## config.mk

```make
export PLATFORM = sky130hd
export DESIGN_NAME = router_merge_flat
export DESIGN_NICKNAME = d
export VERILOG_FILES = /design/src/rtl/router_merge_pkg.sv /design/src/rtl/router_merge_if.sv /design/src/rtl/router_merge_rr_arbiter.sv /design/src/rtl/router_merge.sv /design/src/flat_wrapper.sv
export SDC_FILE = /design/constraint.sdc
export NUM_CORES = 1
export LEC_CHECK = 0
export CAP_MARGIN = 20
export CORE_MARGIN = 2
export CORE_UTILIZATION = 40
export CTS_BUF_LIST = sky130_fd_sc_hd__clkbuf_8
export CTS_CLUSTER_DIAMETER = 120
export DETAILED_ROUTE_END_ITERATION = 12
export GPL_TIMING_DRIVEN = 0
export PLACE_DENSITY_LB_ADDON = 0.05
export SLEW_MARGIN = 5
export SYNTH_ARGS = -nofsm -noshare
export SYNTH_HDL_FRONTEND = slang
export SYNTH_SLANG_ARGS = --single-unit
```

## constraint.sdc

```tcl
create_clock -name clk -period 6.3 [get_ports clk]
set_input_delay 1.26 -clock clk [delete_from_list [all_inputs] [get_ports clk]]
set_output_delay 1.26 -clock clk [all_outputs]
set_load 0.005 [all_outputs]
```

## src/rtl/router_merge_pkg.sv

```systemverilog
// rtl/router_merge_pkg.sv - shared port count, address width and slot typedef for merge/router
package router_pkg;

  localparam int NUM_PORTS = 4;
  localparam int ADDR_W    = 2;
  localparam int DATA_W    = 32;

  typedef logic [ADDR_W-1:0] addr_t;

  // One output slot: the word plus the index of the port it came from
  typedef struct packed {
    logic [DATA_W-1:0] data;
    addr_t             addr;
  } slot_t;

  // One-hot grant to port index; all-zero input maps to 0
  function automatic addr_t oh2idx(input logic [NUM_PORTS-1:0] oh);
    addr_t idx;
    idx = '0;
    for (int i = 0; i < NUM_PORTS; i++) begin
      if (oh[i]) idx = addr_t'(i);
    end
    return idx;
  endfunction

endpackage

```

## src/rtl/router_merge_if.sv

```systemverilog
// rtl/router_merge_if.sv - four source ports plus the merged output stream
interface router_merge_if #(parameter int DATA_WIDTH = router_pkg::DATA_W);
  import router_pkg::*;

  logic [DATA_WIDTH-1:0] din0, din1, din2, din3;
  logic                  din_en0, din_en1, din_en2, din_en3;
  logic                  din_rdy0, din_rdy1, din_rdy2, din_rdy3;
  logic [DATA_WIDTH-1:0] dout;
  logic                  dout_en;
  addr_t                 addr;
  logic                  dout_rdy;

  // Merge block side
  modport slave (
    input  din0, din1, din2, din3,
    input  din_en0, din_en1, din_en2, din_en3,
    output din_rdy0, din_rdy1, din_rdy2, din_rdy3,
    output dout, dout_en, addr,
    input  dout_rdy
  );

  // Sources and downstream consumer side
  modport master (
    output din0, din1, din2, din3,
    output din_en0, din_en1, din_en2, din_en3,
    input  din_rdy0, din_rdy1, din_rdy2, din_rdy3,
    input  dout, dout_en, addr,
    output dout_rdy
  );

endinterface

```

## src/rtl/router_merge_rr_arbiter.sv

```systemverilog
// rtl/router_merge_rr_arbiter.sv - four-way round-robin arbiter with one-hot grant
module rr_arbiter
  import router_pkg::*;
(
  input  logic                 clk,
  input  logic                 resetn,
  input  logic [NUM_PORTS-1:0] i_req,
  input  logic                 i_advance,
  output logic [NUM_PORTS-1:0] o_grant,
  output addr_t                o_grant_idx
);

  addr_t r_ptr;
  addr_t w_idx;

  // First requester scanning ptr, ptr+1, ptr+2, ptr+3 (mod 4)
  always_comb begin
    o_grant = '0;
    w_idx   = '0;
    for (int k = 0; k < NUM_PORTS; k++) begin
      w_idx = r_ptr + addr_t'(k);
      if ((o_grant == '0) && i_req[w_idx]) o_grant[w_idx] = 1'b1;
    end
  end

  assign o_grant_idx = oh2idx(o_grant);

  // Pointer moves just past the served port only when the grant is actually taken
  always_ff @(posedge clk or negedge resetn) begin
    if (!resetn) begin
      r_ptr <= '0;
    end else if (i_advance) begin
      r_ptr <= o_grant_idx + addr_t'(1);
    end
  end

endmodule

```

## src/rtl/router_merge.sv

```systemverilog
// rtl/router_merge.sv - four-to-one round-robin merge with a single registered output slot
module router_merge
  import router_pkg::*;
#(
  parameter int DATA_WIDTH = DATA_W
) (
  input  logic          clk,
  input  logic          resetn,
  router_merge_if.slave bus
);

  logic [NUM_PORTS-1:0]  w_req;
  logic [NUM_PORTS-1:0]  w_grant;
  logic [NUM_PORTS-1:0]  w_rdy;
  addr_t                 w_gidx;
  logic                  w_slot_free;
  logic                  w_accept;
  logic [DATA_WIDTH-1:0] w_sel_data;
  slot_t                 r_slot;
  logic                  r_valid;

  assign w_req       = {bus.din_en3, bus.din_en2, bus.din_en1, bus.din_en0};
  assign w_slot_free = ~r_valid | bus.dout_rdy;
  // resetn gates ready so no source sees an accept while the slot is held in reset
  assign w_rdy       = w_grant & {NUM_PORTS{w_slot_free & resetn}};
  assign w_accept    = |w_rdy;

  rr_arbiter u_arb (
    .clk        (clk),
    .resetn     (resetn),
    .i_req      (w_req),
    .i_advance  (w_accept),
    .o_grant    (w_grant),
    .o_grant_idx(w_gidx)
  );

  // Select the granted port's data; only consumed when an accept happens
  always_comb begin
    w_sel_data = '0;
    case (w_gidx)
      2'd0:    w_sel_data = bus.din0;
      2'd1:    w_sel_data = bus.din1;
      2'd2:    w_sel_data = bus.din2;
      default: w_sel_data = bus.din3;
    endcase
  end

  // Output slot: load on accept (replacing a consumed word), clear when drained
  always_ff @(posedge clk or negedge resetn) begin
    if (!resetn) begin
      r_slot  <= '0;
      r_valid <= 1'b0;
    end else if (w_accept) begin
      r_slot  <= '{data: w_sel_data, addr: w_gidx};
      r_valid <= 1'b1;
    end else if (bus.dout_rdy) begin
      r_slot  <= '0;
      r_valid <= 1'b0;
    end
  end

  assign bus.din_rdy0 = w_rdy[0];
  assign bus.din_rdy1 = w_rdy[1];
  assign bus.din_rdy2 = w_rdy[2];
  assign bus.din_rdy3 = w_rdy[3];
  assign bus.dout     = r_slot.data;
  assign bus.addr     = r_slot.addr;
  assign bus.dout_en  = r_valid;

`ifdef FORMAL
  a_idle_zero:  assert property (@(posedge clk) disable iff (!resetn) !r_valid |-> (r_slot == '0));
  a_rdy_onehot: assert property (@(posedge clk) disable iff (!resetn) $onehot0(w_rdy));
  a_rdy_has_en: assert property (@(posedge clk) disable iff (!resetn) (w_rdy & ~w_req) == '0);
  a_stall_hold: assert property (@(posedge clk) disable iff (!resetn)
                  (r_valid && !bus.dout_rdy) |=> (r_valid && $stable(r_slot)));
`endif

endmodule

```

## src/flat_wrapper.sv

```systemverilog
// flat-port wrapper written by rule: the top's interface ports become plain ports
module router_merge_flat import router_pkg::*;
#(
  parameter int DATA_WIDTH = DATA_W
)
  (clk, resetn, bus_din0, bus_din1, bus_din2, bus_din3, bus_din_en0, bus_din_en1, bus_din_en2, bus_din_en3, bus_din_rdy0, bus_din_rdy1, bus_din_rdy2, bus_din_rdy3, bus_dout, bus_dout_en, bus_addr, bus_dout_rdy);
  router_merge_if #(.DATA_WIDTH(DATA_WIDTH)) bus_i ();
  input  logic clk;
  input  logic resetn;
  input wire logic [$bits(bus_i.din0)-1:0] bus_din0;
  input wire logic [$bits(bus_i.din1)-1:0] bus_din1;
  input wire logic [$bits(bus_i.din2)-1:0] bus_din2;
  input wire logic [$bits(bus_i.din3)-1:0] bus_din3;
  input wire logic [$bits(bus_i.din_en0)-1:0] bus_din_en0;
  input wire logic [$bits(bus_i.din_en1)-1:0] bus_din_en1;
  input wire logic [$bits(bus_i.din_en2)-1:0] bus_din_en2;
  input wire logic [$bits(bus_i.din_en3)-1:0] bus_din_en3;
  output wire logic [$bits(bus_i.din_rdy0)-1:0] bus_din_rdy0;
  output wire logic [$bits(bus_i.din_rdy1)-1:0] bus_din_rdy1;
  output wire logic [$bits(bus_i.din_rdy2)-1:0] bus_din_rdy2;
  output wire logic [$bits(bus_i.din_rdy3)-1:0] bus_din_rdy3;
  output wire logic [$bits(bus_i.dout)-1:0] bus_dout;
  output wire logic [$bits(bus_i.dout_en)-1:0] bus_dout_en;
  output wire logic [$bits(bus_i.addr)-1:0] bus_addr;
  input wire logic [$bits(bus_i.dout_rdy)-1:0] bus_dout_rdy;
  assign bus_i.din0 = bus_din0;
  assign bus_i.din1 = bus_din1;
  assign bus_i.din2 = bus_din2;
  assign bus_i.din3 = bus_din3;
  assign bus_i.din_en0 = bus_din_en0;
  assign bus_i.din_en1 = bus_din_en1;
  assign bus_i.din_en2 = bus_din_en2;
  assign bus_i.din_en3 = bus_din_en3;
  assign bus_din_rdy0 = bus_i.din_rdy0;
  assign bus_din_rdy1 = bus_i.din_rdy1;
  assign bus_din_rdy2 = bus_i.din_rdy2;
  assign bus_din_rdy3 = bus_i.din_rdy3;
  assign bus_dout = bus_i.dout;
  assign bus_dout_en = bus_i.dout_en;
  assign bus_addr = bus_i.addr;
  assign bus_i.dout_rdy = bus_dout_rdy;
  router_merge #(.DATA_WIDTH(DATA_WIDTH)) u_core (.clk(clk), .resetn(resetn), .bus(bus_i));
endmodule
```

==> results of run 1 <==
==> critical path, cell delays in order <==
cell and delay, ns:
clkdlybuf4s50_1 0.49, mux4_2 0.64, o31ai_1 0.13, a32oi_2 0.27, and2_4 0.27, a41oi_1 0.60, clkbuf_1 0.42, nor2_1 0.10
clkdlybuf4s50_1 0.46
==> flip-flops by register name (all words and copies together) (netlist names) <==
name,count
u_core.bus.dout,32
u_core.bus.addr,2
u_core.u_arb.r_ptr,2
u_core.bus.dout_en,1
==> per-layer routing <==
metal / up-vias / track usage / part of all wire
met5: - / 0 / 0
met4: 0 / 0.0796 / 0.021
met3: 18 / 0.0616 / 0.075
met2: 164 / 0.467 / 0.51
met1: 1667 / 0.336 / 0.39
li1: 1684 / - / -
==> worst max path at each step <==
stage,from,end,slack (ns),cells after the start
3_5_place_dp,bus_din_en1,bus_din_rdy2,0.39,9
3_3_place_gp,bus_din_en3,bus_din_rdy2,0.46,9
5_1_grt,bus_din_en1,bus_din_rdy2,0.19,9
6_report,bus_din_en3,bus_din_rdy2,0.39,9
4_1_cts,bus_din_en1,bus_din_rdy2,0.39,9
2_1_floorplan,bus_din_en3,bus_din_rdy2,1.97,7
==> report_power, final <==
group          internal (uW)  total (uW)  switching, uW  leakage, uW
registers                338         397           58.7     0.000481
logic                   1220        2500           1290      0.00155
clock network            157         249           92.0    0.0000681
==> final cells by class <==
class	count	area, um2
Fill cell	625	2500
Multi-Input combinational cell	265	2000
Timing Repair Buffer	174	1750
Sequential cell	37	926
Buffer	34	160
Tap cell	102	128
Clock buffer	5	68.8
Clock inverter	3	65.1
Inverter	3	11.3
==> cells in the final DEF (no fill, tap or decap), types with 2 or more instances in the layout <==
cell type / synthesis / routed
a21oi_1: 3 / 3
a221oi_1: 32 / 32
a22oi_1: 3 / 3
a2bb2oi_1: 32 / 32
and3_1: 35 / 35
buf_1: 3 / 3
buf_2: 2 / 3
buf_6: 4 / 4
bufinv_16: 0 / 2
clkbuf_1: 25 / 25
clkbuf_8: 0 / 5
clkdlybuf4s50_1: 0 / 172
dfrtp_1: 37 / 37
ha_1: 8 / 8
inv_1: 2 / 2
mux2i_1: 33 / 33
mux4_2: 5 / 5
nand2_1: 42 / 42
nand3_1: 3 / 3
nor2_1: 4 / 4
nor2b_1: 6 / 6
o21ai_0: 35 / 35
o31ai_1: 5 / 5
or4_1: 2 / 2
==> kinds of logic (layout without fill, tap and decap cells) <==
kind of cell | count (synthesis) | after routing | synth area share
multiplexers | 39 | 39 | 0.147
adder cells (fa/ha/maj) | 8 | 8 | 0.0323
buffers and inverters | 37 | 219 | 0.0553
flip-flops | 37 | 37 | 0.299
AO/OA/AOI/OAI | 122 | 122 | 0.301
AND/OR/NAND/NOR | 96 | 96 | 0.166
==> per-stage QoR <==
step | hold WS (ns) | area, um2
2_1_floorplan | 0.496 | 3100
3_3_place_gp | 0.499 | 4960
3_5_place_dp | 0.520 | 4970
4_1_cts | 0.539 | 5110
5_1_grt | 0.557 | 5110
6_report | 0.535 | 5110
==> reports/results.txt, run 1 <==
Across the VDD grid, the largest voltage drop is 0.000265 V. Counting instances, the worst hold path has a depth of 2. The synthesized netlist net count was 482. 0 antenna diodes ended up in the layout. The tools report the largest net degree at the start of global routing as 38. In this run the critical register-to-register path is launched from u_core.u_arb.r_ptr[0].

The number of global-route vias before repair is 3,657. The logs give 5.04 ns for the data required time of the critical path and 0.389 ns for the smallest setup slack after layout. The post-detailed-routing wire length is 11.4 mm. Sorting the synthesized cells by how often they occur yields nand2_1, dfrtp_1, and3_1, o21ai_0, mux2i_1. The final max-slew violation count was 0; the clock latency of the later-clocked register in the worst-skew pair was 0.30 ns. The number of distinct standard cells referenced by the synthesized netlist is 39, and the average footprint of a synthesized cell is 9.14 um2. TritonCTS built the clock tree. The core region is 7610 um2. The detailed router placed 3,533 vias in this run.

The fraction of registers with async set or reset after synthesis was 1.00; the number of top-level pins was 174. The run gives 0.671 as the post-route core utilization. The slew at the pin closest to its max-slew limit was 0.718 ns; the number of hold violations in the final report was 0. The first global-routing pass estimated 18.3 mm of wire. For the remaining max-slew budget at the tightest pin, the log shows 0.515. The clock net in this run drives a total of 37 sinks. The count of synthesis-stage warnings from yosys was 0; the total congestion overflow after global routing was 0. The clock passes through at most 2 buffers. The type of the tightest min-delay check was flip-flop to flip-flop.

The flow ran to the end, and the final reports show no timing, DRC or antenna violations. The largest area contributor in the netlist was dfrtp_1. The worst setup path is launched from a primary input.

Derived from the worst setup path, the maximum achievable clock frequency is 169 MHz. Total global routing track utilization: 0.270. Setup repair after global routing left no endpoint under its margin. The fraction of layout cells with a size suffix above 1 is 0.0557, and the DRC violation count after routing is 0.

Dividing total power by cell area gives a power density of 616 nW/um2. For the final database, setup skew stands at 0.00277 ns. For the synthesized instance count, the log shows 339. The worst setup path is of the primary input to output pin kind. The number of buffers added on ports works out to 173. In this run the most critical hold path is launched from u_core.bus.dout[3]. Max-cap violations in this run came to 0.

The final period demand of the worst path was 5.91 ns; the count of buffers added by post-CTS timing repair for setup was 0. The tools report the worst setup slack after placement as 0.394 ns. Setup total negative slack on the finished layout was measured at 0 ns. The clock tree synthesis step divided the H-tree into 2 levels. Once the clock tree was built, the resizer swapped 0 gates to a different size.

The run gives 0 as the number of hold buffers added after cts. The most used flip-flop cell after synthesis is dfrtp_1. After the last flow step, the layout net total stands at 663. Sorting the synthesized cells by area gives the leading types as dfrtp_1, mux2i_1, a221oi_1, a2bb2oi_1, and3_1. The detailed-placement wirelength estimate came out at 8.49 mm. The floorplan die height was 92.0 um. The number of synthesized flops with an enable pin works out to 0.

Summing every instance area after synthesis gives 3100 um2. The post-route fraction of the period consumed by the critical path works out to 0.938. The average wire length per cell after detail routing is 18.3 um.

Along the worst path, the maximum fanout reaches 10. The nature of the critical path endpoint is an output pin. The tools report the power after layout as 3150 uW. Dividing the detail-routed via count by the number of cells gives 5.67. The number of placed instances, taps included is 615.

For the reg-to-reg setup timing slack, the log shows 2.38 ns. The initial cell density of the core came out at 0.407. Clock-pin slew was measured on the worst setup and hold paths at 0.08 ns.

The run gives 0 as the antenna violation net count after detailed routing. The number of antenna violations at the first check in global routing was 0. The final estimated routing congestion in global placement is 0.798. The floorplan die width is 92.0 um, and the total iterations of the first detailed-routing run is 5.

The worst register-to-register path ends at u_core.bus.dout[11]. Yosys instantiated no cell more often than nand2_1. The number of synthesized register bits came out at 37.

The tools report the endpoint of the worst hold-timing path as u_core.bus.dout[3]. The logic depth of the worst register-to-register path is 12. The clock buffer count from CTS was 5; the fraction of synthesized cell area taken by the top area cell type was 0.299. The root buffer cell was clkbuf_8.

In this run, the number of DRC markers left after iteration 0 of detailed routing was 130. The finished layout holds 623 standard cells, fillers aside. In this run the static leakage power is 0.00210 uW. The sequential fraction of the synthesis area came out at 0.299.

The standard-cell row count was 32; the total die area was 8470 um2. The area growth from synthesis to layout is 64.8%. The worst path arrival time was 4.65 ns. For the count of final setup violators, the log shows 0.
Power figures use the tool's default switching activity.
==> inputs of run 2 (changes only) <==
--- a/config.mk
+++ b/config.mk
@@ -16,4 +16,5 @@
 export SLEW_MARGIN = 5
 export SYNTH_ARGS = -nofsm -noshare
 export SYNTH_HDL_FRONTEND = slang
+export SYNTH_HIERARCHICAL = 1
 export SYNTH_SLANG_ARGS = --single-unit
==> run 2 against run 1 <==
Net effect:
- die area increased by 1.1%
- setup slack improved by 0.63 ns
- sequential cell count unchanged
- sequential share of layout area about the same
- sequential power decreased by 2%
- first-iteration DRC count decreased by 50%
- maximum frequency increased by 12%
- utilization decreased by 0.37 points
- hold slack improved by 0.10 ns
- via count decreased by 24%
- critical endpoint is now bus_din_rdy3
- largest power group unchanged
==> reports/results.txt, run 2 <==
The flow ran to the end, and the final reports show no timing, DRC or antenna violations. The synthesized area is 3140 um2 (+1.2%), and the clock latency of the later-clocked register in the worst-skew pair is 0.29 ns (about the same). The largest area contributor in the netlist was dfrtp_1. dfrtp_1 is the most common cell in the netlist. Tracing the worst setup path back leads to its startpoint at bus_din_en1. Number of buffers added on ports: 173 (unchanged).

The tools report the total congestion overflow after global routing as 0 (unchanged). Setup repair after global routing left no endpoint under its margin. The nature of the critical path endpoint was an output pin.

The tools report the achievable clock frequency as 189 MHz (+12%). Power density relative to cell area: 602 nW/um2 (-2.4%). The detailed-placement wirelength estimate was 7.04 mm (-17%).

The largest individual stage delay along the critical path comes from the cell mux4_2. The run gives 1930 uW (+13%) as the internal power summed over all cells. The highest fanout seen on the critical path works out to 10 (unchanged). The slew at the pin closest to its max-slew limit is 0.646 ns (-0.0720 ns), and the flip-flop count of the largest register, all copies and words added is 32 (unchanged). The standard-cell row count was 32 (unchanged).

For the combinational group share of total power, the log shows 0.817 (+0.022). From synthesis to final layout, the design area changed by 62.8%. The largest net degree at the start of global routing is 29 (-24%), and the synthesized instance count is 226 (-33%).

The top flip-flop cell by instance count after synthesis was dfrtp_1. The run gives 0.569 (+0.0543) as the remaining max-slew budget at the tightest pin. The vias per cell was 5.27 (-7.0%).

The run gives 8.89 mm (-22%) as the post-detailed-routing wire length. The library cells used most frequently in the layout, excluding fill and tap cells, are clkdlybuf4s50_1, dfrtp_1, mux4_2, nor2b_1, mux2_4. The switching share of power came out at 0.372 (-0.0840). The post-route fraction of the period consumed by the critical path is 0.839 (-0.0992), and the worst IR drop on VDD is 0.000368 V (+39%).

The sequential fraction of the synthesis area was 0.295 (-0.00346). The leakage component of the power came out at 0.00213 uW (+1.6%). Critical path start-end classification: primary input to output pin. The delay of the slowest cell on the worst path was 0.54 ns (-0.10 ns). The startpoint of the worst hold path is u_core/bus.dout[6]. The data required time of the critical path came out at 5.04 ns (about the same). In this run the critical register-to-register path is launched from u_core/u_arb/r_ptr[1]. The run gives 1140 uW (-20%) as the switching power of the nets.

The logs give 2,835 (-22%) for the number of global-route vias before repair and 5 (unchanged) for the clock buffer count from CTS. The tools report the count of max-cap constraint violations as 0 (unchanged). Number of nets in the final layout: 549 (-17%).

The number of top-level pins is 174 (unchanged). The logic depth of the worst register-to-register path came out at 13 (+1). The floorplan die height is 92.5 um (+0.55%), and the number of buffers on the longest clock path is 2 (unchanged). The sequential share of power was 0.127 (about the same).

The run gives 0 (unchanged) as the count of buffers added by post-CTS timing repair for setup. The logs give 0 (unchanged) for the number of resized instances in the post-cts repair step and 0 (unchanged) for the DRC violation count after routing. For the number of distinct standard cells referenced by the synthesized netlist, the log shows 46 (+18%). The number of synthesized register bits works out to 37 (unchanged).

The cell depth of the worst min-delay path came out at 2 (unchanged). Grouping stages by cell kind, the critical path spends the most delay in buffers and inverters. The floorplan die width is 92.5 um (+0.55%), and the final max-slew violation count is 0 (unchanged).

Traced cell by cell, the critical path runs through clkdlybuf4s50_1 > mux4_2 > buf_6 > o21a_1 > a41oi_2 > a41oi_2 > inv_1 > and3_1 > clkdlybuf4s50_1. Startpoint type of the worst setup path: a primary input. The fraction of layout cells with a size suffix above 1 is 0.255 (+0.199), and the antenna violation net count after detailed routing is 0 (unchanged). Sorting the synthesized cells by how often they occur yields dfrtp_1, mux4_2, nor2b_1. The H-tree depth was 2 (unchanged). CTS clock-pin slew for the worst setup and hold paths: 0.08 ns (about the same). The tools report the root buffer cell as clkbuf_8. The fraction of synthesized cell area taken by the top area cell type was 0.295 (-0.00346). For the count of synthesis-stage warnings from yosys, the log shows 6 (+6). Fraction of registers with async set or reset after synthesis: 1.00 (unchanged). Yosys attributes the largest share of cell area to dfrtp_1, mux4_2, mux2_4, nor2b_1, ha_1.

The total global routing track utilization is 0.211 (-0.0589), and the average footprint of a synthesized cell is 13.9 um2 (+52%). The number of sinks handled by clock tree synthesis was 37 (unchanged). The clock skew came out at 0.00808 ns (+0.00531 ns). The number of synthesized flops with an enable pin is 0 (unchanged). The tools report the worst path arrival time as 4.03 ns (-0.62 ns). The tools report the DRC marker count from the first detailed-route iteration as 65 (-50%). The average wire length per cell after detail routing works out to 17.4 um (-4.9%). The first-pass GRT wire length is 14.3 mm (-22%).

TritonCTS built the clock tree. The total iterations of the first detailed-routing run is 4 (-1). The tightest min-delay check is of the flip-flop to flip-flop type. The floorplan core area is 7650 um2 (+0.53%).

The most common cell after layout, fill and taps aside was clkdlybuf4s50_1. The antenna cell count is 0 (unchanged). The total number of cells along the worst setup path was 9 (unchanged); the count of buffer and inverter cells on the critical path was 4 (+1). The run gives 2,689 (-24%) as the total via count in the routed design. The fill cell instance count of the final layout was 564 (-9.8%). The clock share of power is 0.057 (-0.022). The number of antenna violations at the first check in global routing was 0 (unchanged); the final estimated routing congestion in global placement was 0.782 (-2.0%).

The number of hold violations in the final report was 0 (unchanged); the number of hold buffers added after cts was 0 (unchanged). The logs give 8560 um2 (+1.1%) for the total die area and 3070 uW (-2.4%) for the power after layout. The count of final setup violators was 0 (unchanged); the accumulated negative setup slack was 0 ns (unchanged). The final period demand of the worst path is 5.29 ns (-0.625 ns). The tools report the synthesized netlist net count as 368 (-24%). For the initial cell density of the core, the log shows 0.410 (+0.00261).
[run 2: changes by cell type after synthesis, sizes merged, moves of 31 or more]
cell     before  now
mux2i        33    1
mux2          1   35
a221oi       32    0
nand2        42    6
a2bb2oi      32    1
o21ai        35    3
[run 2: layout make-up]
cell class | count | area [um2] | area share
Buffer | 17 | 153 | 0.0299
Timing Repair Buffer | 174 | 1750 | 0.342
Clock inverter | 2 | 13.8 | 0.00270
Multi-Input combinational cell | 166 | 2030 | 0.398
Clock buffer | 6 | 82.6 | 0.0162
Tap cell | 102 | 128 | 0.0250
Sequential cell | 37 | 926 | 0.181
Inverter | 6 | 22.5 | 0.00441
[run 2: per-stage QoR]
stage / std cells / util / hold WS (ns) / worst slack [ns] / instance area, um2
after global routing: 510 / 0.668 / 0.666 / 0.843 / 5110
after CTS: 510 / 0.668 / 0.637 / 1.02 / 5110
after floorplan: 226 / - / 0.585 / 2.17 / 3140
after detailed placement: 502 / 0.655 / 0.618 / 1.02 / 5010
final: 510 / 0.668 / 0.637 / 1.01 / 5110
after global placement: 501 / 0.653 / 0.596 / 0.958 / 4990
[run 2: worst paths after layout]
path | end | slack, ns
max in group asynchronous | u_core/bus.dout[25] | 4.96
max | bus_din_rdy3 | 1.01
min | u_core/bus.dout[6] | 0.64
max reg2reg | u_core/bus.dout[14] | 2.21
min reg2reg | u_core/bus.dout[6] | 0.64
min in group asynchronous | u_core/bus.dout[15] | 0.87
[run 2: metal layers]
layer	track usage	part of all wire	vias up
li1	-	-	1250
met4	0.0572	0.015	0
met1	0.273	0.41	1299
met5	0	0	-
met3	0.0561	0.086	11
met2	0.350	0.49	129
[run 2: power groups by stage]
stage	clock network (uW)	registers, uW	logic (uW)
finish	174	390	2510
global route	193	403	2700
CTS	181	390	2540
detailed placement	0	393	2530
global placement	0	393	2490
floorplan	0	396	1910
[run 2: cells by family (layout without fill, tap and decap cells)]
kind of cell,after synthesis,count (layout),share of synthesized area
multiplexers,71,71,0.415
AND/OR/NAND/NOR,59,59,0.119
flip-flops,37,37,0.295
AO/OA/AOI/OAI,29,29,0.0866
buffers and inverters,23,205,0.0559
adder cells (fa/ha/maj),7,7,0.0279
[run 2: tightest hold or removal path: stages (launching register included)]
cell and delay [ns]:
dfrtp_1 0.34, nor2b_1 0.12, mux2_4 0.15
